File: config.mk
export PLATFORM = sky130hd
export DESIGN_NAME = wb_skid_stage
export DESIGN_NICKNAME = d
export VERILOG_FILES = /design/src/rtl/wb_skid_stage.sv
export SDC_FILE = /design/constraint.sdc
export NUM_CORES = 1
export LEC_CHECK = 0
export CORE_ASPECT_RATIO = 1.1
export CORE_UTILIZATION = 40
export CTS_CLUSTER_DIAMETER = 40
export DETAILED_ROUTE_END_ITERATION = 10
export PLACE_DENSITY = 0.77
export SETUP_SLACK_MARGIN = 0.3
export SKIP_CTS_REPAIR_TIMING = 1
export SLEW_MARGIN = 20
export SYNTH_ARGS = -nofsm -noshare
export SYNTH_HDL_FRONTEND = slang
export SYNTH_SLANG_ARGS = --single-unit
export TNS_END_PERCENT = 10
File: constraint.sdc
create_clock -name clk -period 11.35 [get_ports clk]
set_clock_uncertainty 0.1 [all_clocks]
set_input_delay 1.135 -clock clk [delete_from_list [all_inputs] [get_ports clk]]
set_output_delay 1.135 -clock clk [all_outputs]
set_load 0.02 [all_outputs]
File: src/rtl/wb_skid_stage.sv
`default_nettype none
// ============================================================================
// Module      : wb_skid_stage
// Description : Writeback pipeline stage with a valid/ready handshake and a
//               two-entry skid buffer (main + skid). Every output, including
//               in_ready, comes straight from a flop. Synchronous flush.
//               Optional retired-write counter enabled by the macro
//               WB_STAGE_PERF_EN.
// Revision    : 1.0 - initial release
// ============================================================================
module wb_skid_stage #(
  parameter int XLEN  = 64,
  parameter int RA_W  = 5,
  parameter int CNT_W = 32
) (
  input  logic            clk,
  input  logic            rst,
  input  logic            flush,
  input  logic            in_valid,
  output logic            in_ready,
  input  logic [XLEN-1:0] in_result,
  input  logic [RA_W-1:0] in_rd_addr,
  input  logic            in_rd_we,
  output logic            out_valid,
  input  logic            out_ready,
  output logic [XLEN-1:0] out_result,
  output logic [RA_W-1:0] out_rd_addr,
  output logic            out_rd_we
`ifdef WB_STAGE_PERF_EN
  ,
  output logic [CNT_W-1:0] retire_cnt
`endif
);

  typedef enum logic [1:0] {
    ST_EMPTY = 2'd0,
    ST_ONE   = 2'd1,
    ST_TWO   = 2'd2
  } state_t;

  state_t          r_state;
  state_t          w_state_nxt;

  logic            r_in_ready;
  logic            r_out_valid;
  logic            r_out_we;

  logic [XLEN-1:0] r_main_result;
  logic [RA_W-1:0] r_main_rd_addr;
  logic            r_main_we;

  logic [XLEN-1:0] r_skid_result;
  logic [RA_W-1:0] r_skid_rd_addr;
  logic            r_skid_we;

  logic            w_in_fire;
  logic            w_out_fire;
  logic            w_load_main_in;
  logic            w_load_main_skid;
  logic            w_load_skid_in;
  logic            w_main_we_nxt;
  logic            w_out_valid_nxt;
  logic            w_in_ready_nxt;

  assign w_in_fire  = in_valid & r_in_ready;
  assign w_out_fire = r_out_valid & out_ready;

  // Next-state and payload-steering decisions; flush overrides everything.
  always_comb begin
    w_state_nxt      = r_state;
    w_load_main_in   = 1'b0;
    w_load_main_skid = 1'b0;
    w_load_skid_in   = 1'b0;
    case (r_state)
      ST_EMPTY: begin
        if (w_in_fire) begin
          w_state_nxt    = ST_ONE;
          w_load_main_in = 1'b1;
        end
      end
      ST_ONE: begin
        if (w_in_fire && w_out_fire) begin
          w_load_main_in = 1'b1;
        end else if (w_in_fire) begin
          w_state_nxt    = ST_TWO;
          w_load_skid_in = 1'b1;
        end else if (w_out_fire) begin
          w_state_nxt    = ST_EMPTY;
        end
      end
      ST_TWO: begin
        // in_ready is low here, so only the drain path matters.
        if (w_out_fire) begin
          w_state_nxt      = ST_ONE;
          w_load_main_skid = 1'b1;
        end
      end
      default: w_state_nxt = ST_EMPTY;
    endcase
    if (flush) begin
      w_state_nxt      = ST_EMPTY;
      w_load_main_in   = 1'b0;
      w_load_main_skid = 1'b0;
      w_load_skid_in   = 1'b0;
    end
  end

  // Registered handshake outputs are precomputed from the next state.
  always_comb begin
    w_out_valid_nxt = (w_state_nxt != ST_EMPTY);
    w_in_ready_nxt  = (w_state_nxt != ST_TWO);
    w_main_we_nxt   = r_main_we;
    if (w_load_main_in) begin
      w_main_we_nxt = in_rd_we;
    end else if (w_load_main_skid) begin
      w_main_we_nxt = r_skid_we;
    end
  end

  // State and handshake flops; reset empties the stage immediately.
  always_ff @(posedge clk or posedge rst) begin
    if (rst) begin
      r_state     <= ST_EMPTY;
      r_out_valid <= 1'b0;
      r_in_ready  <= 1'b1;
      r_out_we    <= 1'b0;
    end else begin
      r_state     <= w_state_nxt;
      r_out_valid <= w_out_valid_nxt;
      r_in_ready  <= w_in_ready_nxt;
      r_out_we    <= w_main_we_nxt & w_out_valid_nxt;
    end
  end

  // Main payload register: loaded from the input or promoted from the skid.
  always_ff @(posedge clk or posedge rst) begin
    if (rst) begin
      r_main_result  <= '0;
      r_main_rd_addr <= '0;
      r_main_we      <= 1'b0;
    end else if (w_load_main_in) begin
      r_main_result  <= in_result;
      r_main_rd_addr <= in_rd_addr;
      r_main_we      <= in_rd_we;
    end else if (w_load_main_skid) begin
      r_main_result  <= r_skid_result;
      r_main_rd_addr <= r_skid_rd_addr;
      r_main_we      <= r_skid_we;
    end
  end

  // Skid payload register: captures the input on the first stall cycle.
  always_ff @(posedge clk or posedge rst) begin
    if (rst) begin
      r_skid_result  <= '0;
      r_skid_rd_addr <= '0;
      r_skid_we      <= 1'b0;
    end else if (w_load_skid_in) begin
      r_skid_result  <= in_result;
      r_skid_rd_addr <= in_rd_addr;
      r_skid_we      <= in_rd_we;
    end
  end

  assign in_ready    = r_in_ready;
  assign out_valid   = r_out_valid;
  assign out_result  = r_main_result;
  assign out_rd_addr = r_main_rd_addr;
  assign out_rd_we   = r_out_we;

`ifdef WB_STAGE_PERF_EN
  logic [CNT_W-1:0] r_retire_cnt;

  // Count retired writes; an out_fire in a flush cycle was already sampled.
  always_ff @(posedge clk or posedge rst) begin
    if (rst) begin
      r_retire_cnt <= '0;
    end else if (w_out_fire && r_out_we) begin
      r_retire_cnt <= r_retire_cnt + {{(CNT_W-1){1'b0}}, 1'b1};
    end
  end

  assign retire_cnt = r_retire_cnt;
`else
  localparam int c_unused_cnt_w = CNT_W;
`endif

endmodule
`default_nettype wire

**Word level (Yosys, flattened, before mapping)**

Index checks and enable logic that the tools add are counted.

- Word-level logic and storage cells: 43
- Output and inout port bits: 72
- Input port bits: 75
- Register bits: 145

- Muxes and demuxes: 23
- Eq/ne operators: 3
- Bitwise logic cells: 3
- Reductions and logical operators: 4

Operators with widths:

| kind | number |
|---|---|
| 2-to-1 mux 64 bit | 2 |
| 2-to-1 mux 2 bit | 6 |
| 2-to-1 mux 1 bit | 11 |
| 2-to-1 mux 5 bit | 2 |
| one-hot mux 2 bit (3 select lines) | 1 |
| nonzero test 2 bit | 2 |
| bitwise AND 1 bit | 3 |
| == test 2 x 1 -> 1 bit, second input constant | 1 |
| == test 2 bit, second input constant | 1 |
| zero test 2 bit | 1 |
| != test 2 bit, second input constant | 1 |
| one-hot mux 1 bit (2 select lines) | 1 |
| logical AND 1 bit | 1 |

**Logic depth before layout (Yosys ltp)**

- Depth in word-level cells: 8
- Depth in mapped cells: 6
- Mapped depth without buffers: 3

**Least setup slack after synthesis**

No wires, ideal clock.

- Path type: input port to flip-flop
- Start point: input port flush
- End point: register r_main_rd_addr[0], in the netlist out_rd_addr[0]
- Setup slack: 9.021 ns
- Data required time: 11.124 ns
- Setup time: 0.126 ns
- Data arrival time: 2.103 ns
- Buffers on the path: 2
- Stages: 5
- Cells stage by stage: nand4bb_1 > a2bb2oi_2 > buf_6 > buf_6 > a221o_1

- Word-level cells in the longest chain between the ends: 2
- Elaborated cells on any way between the ends: 4
- Those cells by class: 3 x mux; 1 x reduce/logical

Ends and longest elaborated chain:

| item | line | RTL |
|---|---|---|
| start: declaration | 18 | `input logic flush,` |
| 2-to-1 mux 1 bit | 100 | `if (flush) begin` |
| 2-to-1 mux 5 bit or nonzero test 2 bit (tied branches) | n/a |  |
| end signal: assignment | 143 | `r_main_rd_addr <= in_rd_addr;` |
| end signal: assignment | 147 | `r_main_rd_addr <= r_skid_rd_addr;` |
| end: declaration | 49 | `logic [RA_W-1:0] r_main_rd_addr;` |

Several ways; a longest one is shown, not always the timed one.
A chain may end at the register's enable or synchronous reset.

**Worst setup path in the final report**

- Start point: input port flush
- End point: register r_skid_result[20]

- Word-level cells in the longest chain between the ends: 1

Ends and longest elaborated chain:

| item | line | RTL |
|---|---|---|
| 2-to-1 mux 1 bit | 100 |  |
| end signal: assignment | 159 | `r_skid_result <= in_result;` |
| end: declaration | 52 | `logic [XLEN-1:0] r_skid_result;` |

Every way passes these cells.

==> results.toml <==
[synth]
synthTopCellsByArea = "dfrtp_1 (61%), mux2_2 (12%), a221o_1 (12%), and3_1 (7.3%), mux2_1 (1.5%)"
synth_nets = 492
synth.top_cell.area_share = 0.608
synth_edf_count = 0
yosysUniqueCellTypes = 32
netlist_area_um2 = 5920
yosysSeqAreaShare = 0.613
yosys_warnings = 0
synth_flop_cell = "dfrtp_1"
yosys_register_bits = 145
avgSynthCellArea_um2 = 14.2
synth_area_leader_cell = "dfrtp_1"
async_flop_share = 1.00
synth_cells = 417

[global_route]
grt_pass1_wl_um = 22400
globalRouteOverflowTotal = 0
grt_max_degree = 86
antenna_found_initial = 0
grt_pass1_vias = 4287
grtUsageTotal = 0.187

[layout]
areaGrowthSynthToFinish_pct = 38.2
drive_above_1_share = 0.190
instances_no_fill = 754
num-nets-final = 624
antennaDiodeCount = 0

[critical_path]
crit_fanout = 73
reg2reg_from = "r_state[0]"
startpoint_type = "input port"
end_kind = "flip-flop"
cpPeakStageDelay_ns = 1.03
crit_chain = "clkdlybuf4s50_1 -> inv_2 -> nand3_4 -> mux2_1"
slowest_stage = "nand3_4"
cp.arrival_ns = 4.16
required_ns = 11.53
r2r_slack_ns = 8.67
worst-setup-path-type = "in -> reg"
worstReg2RegEnd = "out_result[56]"
worstRegToRegCells = 4

[clock_tree]
cts-buffers-inserted = 17
clk_pin_slew_worst_paths_ns = 0.06
clock-root-buffer = "clkbuf_16"
clk_latency_ns = 0.41
clock_path_buffers = 2
htree_levels = 4
cts_tree = "done"
cts.sinks = 145

[worst_hold_path]
hold_path_end = "r_skid_result[23]"
min_from = "r_skid_result[23]"
hold-path-cell-count = 1
hold_path.class = "reg -> reg"

[placement]
port_buffers = 146
hpwl_um = 8630
dp.cells = 722
gp_congestion = 0.784

[pwr]
power_leakage_nw = 3.74
power_density_nw_per_um2 = 241
ir_drop_mv = 0.111

[drt]
drcViolationCount = 0
first_iter_violations = 247
wl_per_cell_um = 18.3
wirelength_um = 13800
vias = 4177
postRouteAntennaNets = 0
avgViaCountPerCell = 5.54
dr.pass1.iters = 4

[timing]
grt_setup_unrepaired = "no"
worst_pin_slew_ns = 1.06
setup_viol = 0
hold_ws_ns = 0.388
finalCriticalPeriod_ns = 3.99
drv_slew = 0
timing.final.crit_share = 0.351
slew_headroom = 0.295
max_freq_mhz = 251
hold_violations = 0
finalSetupTns_ns = 0

[status]
status = "finished, final reports clean"

[flow_run]
maxCapViolCount = 0

[floorplan]
num_rows = 46
die_w_um = 118
core_um2 = 14400
design.die.area_um2 = 15300
io_pins = 147
start_util = 0.410
die_y_um = 130
final cells by class:
type | count | area (um^2)
Multi-Input combinational cell | 233 | 2140
Fill cell | 1175 | 6260
Timing Repair Buffer | 149 | 1490
Clock inverter | 9 | 175
Sequential cell | 145 | 3630
Inverter | 3 | 16.3
Tap cell | 192 | 240
Clock buffer | 23 | 498
power by group:
group | internal [mW] | leakage (nW) | switching (mW)
registers | 0.719 | 1.78 | 0.107
clock network | 0.419 | 0.325 | 0.204
logic | 0.303 | 1.64 | 0.224
layer usage:
metal  up-vias  share of wire  track usage
li1       1882              -            -
met1      2157           0.45        0.244
met2       125           0.50        0.296
met3        13          0.043       0.0519
met4         0          0.010       0.0769
met5         -              0            0
cells in the mapped netlist, drive strengths merged, types with 2 or more instances:
| library cell | instances |
|---|---|
| buf | 18 |
| dfrtp | 144 |
| clkbuf | 18 |
| nor3 | 2 |
| a221o | 69 |
| a21oi | 2 |
| mux2 | 70 |
| nand3 | 2 |
| mux2i | 2 |
| and3 | 69 |
| or2 | 2 |
| inv | 3 |
sequential cells by signal, summed over array words and instances (netlist names):
register and count:
out_rd_we 1, r_skid_result 64, in_ready 1, r_skid_rd_addr 5, out_rd_addr 5, out_valid 1
r_main_we 1, r_state 2, r_skid_we 1, out_result 64
placed cells by master (no fill, tap or decap), types with 2 or more instances in the layout:
| cell type | Yosys | layout |
|---|---|---|
| dfrtp_1 | 144 | 144 |
| bufinv_16 | 0 | 5 |
| clkinv_2 | 0 | 2 |
| nor3_1 | 2 | 2 |
| a21oi_1 | 2 | 2 |
| clkbuf_8 | 0 | 5 |
| and3_1 | 69 | 69 |
| buf_4 | 2 | 2 |
| a221o_1 | 69 | 69 |
| mux2_2 | 62 | 62 |
| or2_2 | 2 | 2 |
| mux2_1 | 8 | 8 |
| clkdlybuf4s50_1 | 0 | 146 |
| clkinvlp_4 | 0 | 2 |
| clkbuf_16 | 0 | 17 |
| mux2i_1 | 2 | 2 |
through the flow:
step	util	cell area [um^2]	power (mW)	setup WS [ns]
after floorplan	-	5920	1.11	6.22
after global placement	0.520	7510	1.33	7.06
after detailed placement	0.520	7510	1.36	6.95
after CTS	0.566	8180	2.00	7.39
after global routing	0.567	8190	2.07	7.14
final	0.567	8190	1.98	7.36
worst max-delay path by stage:
stage,startpoint,to,slack (ns),cells past startpoint
after floorplan,rst,out_rd_addr[0],6.22,1
after global placement,flush,r_skid_result[34],7.06,4
after detailed placement,flush,r_skid_result[25],6.95,4
after CTS,flush,r_skid_result[20],7.39,4
after global routing,flush,r_skid_result[34],7.14,4
final,flush,r_skid_result[20],7.36,4
critical path, delay by kind of cell:
kind	cells	cell delay [ns]
buf+inv	2	1.31
simple gates	1	1.03
mux	1	0.65
cells by family (layout without fill, tap and decap cells):
logic type | after synthesis | after routing | synth area share
buffers and inverters | 39 | 184 | 0.0315
AO/OA/AOI/OAI | 79 | 79 | 0.132
flip-flops | 145 | 145 | 0.613
AND/OR/NAND/NOR | 82 | 82 | 0.0873
multiplexers | 72 | 72 | 0.136
Power figures use the tool's default switching activity.
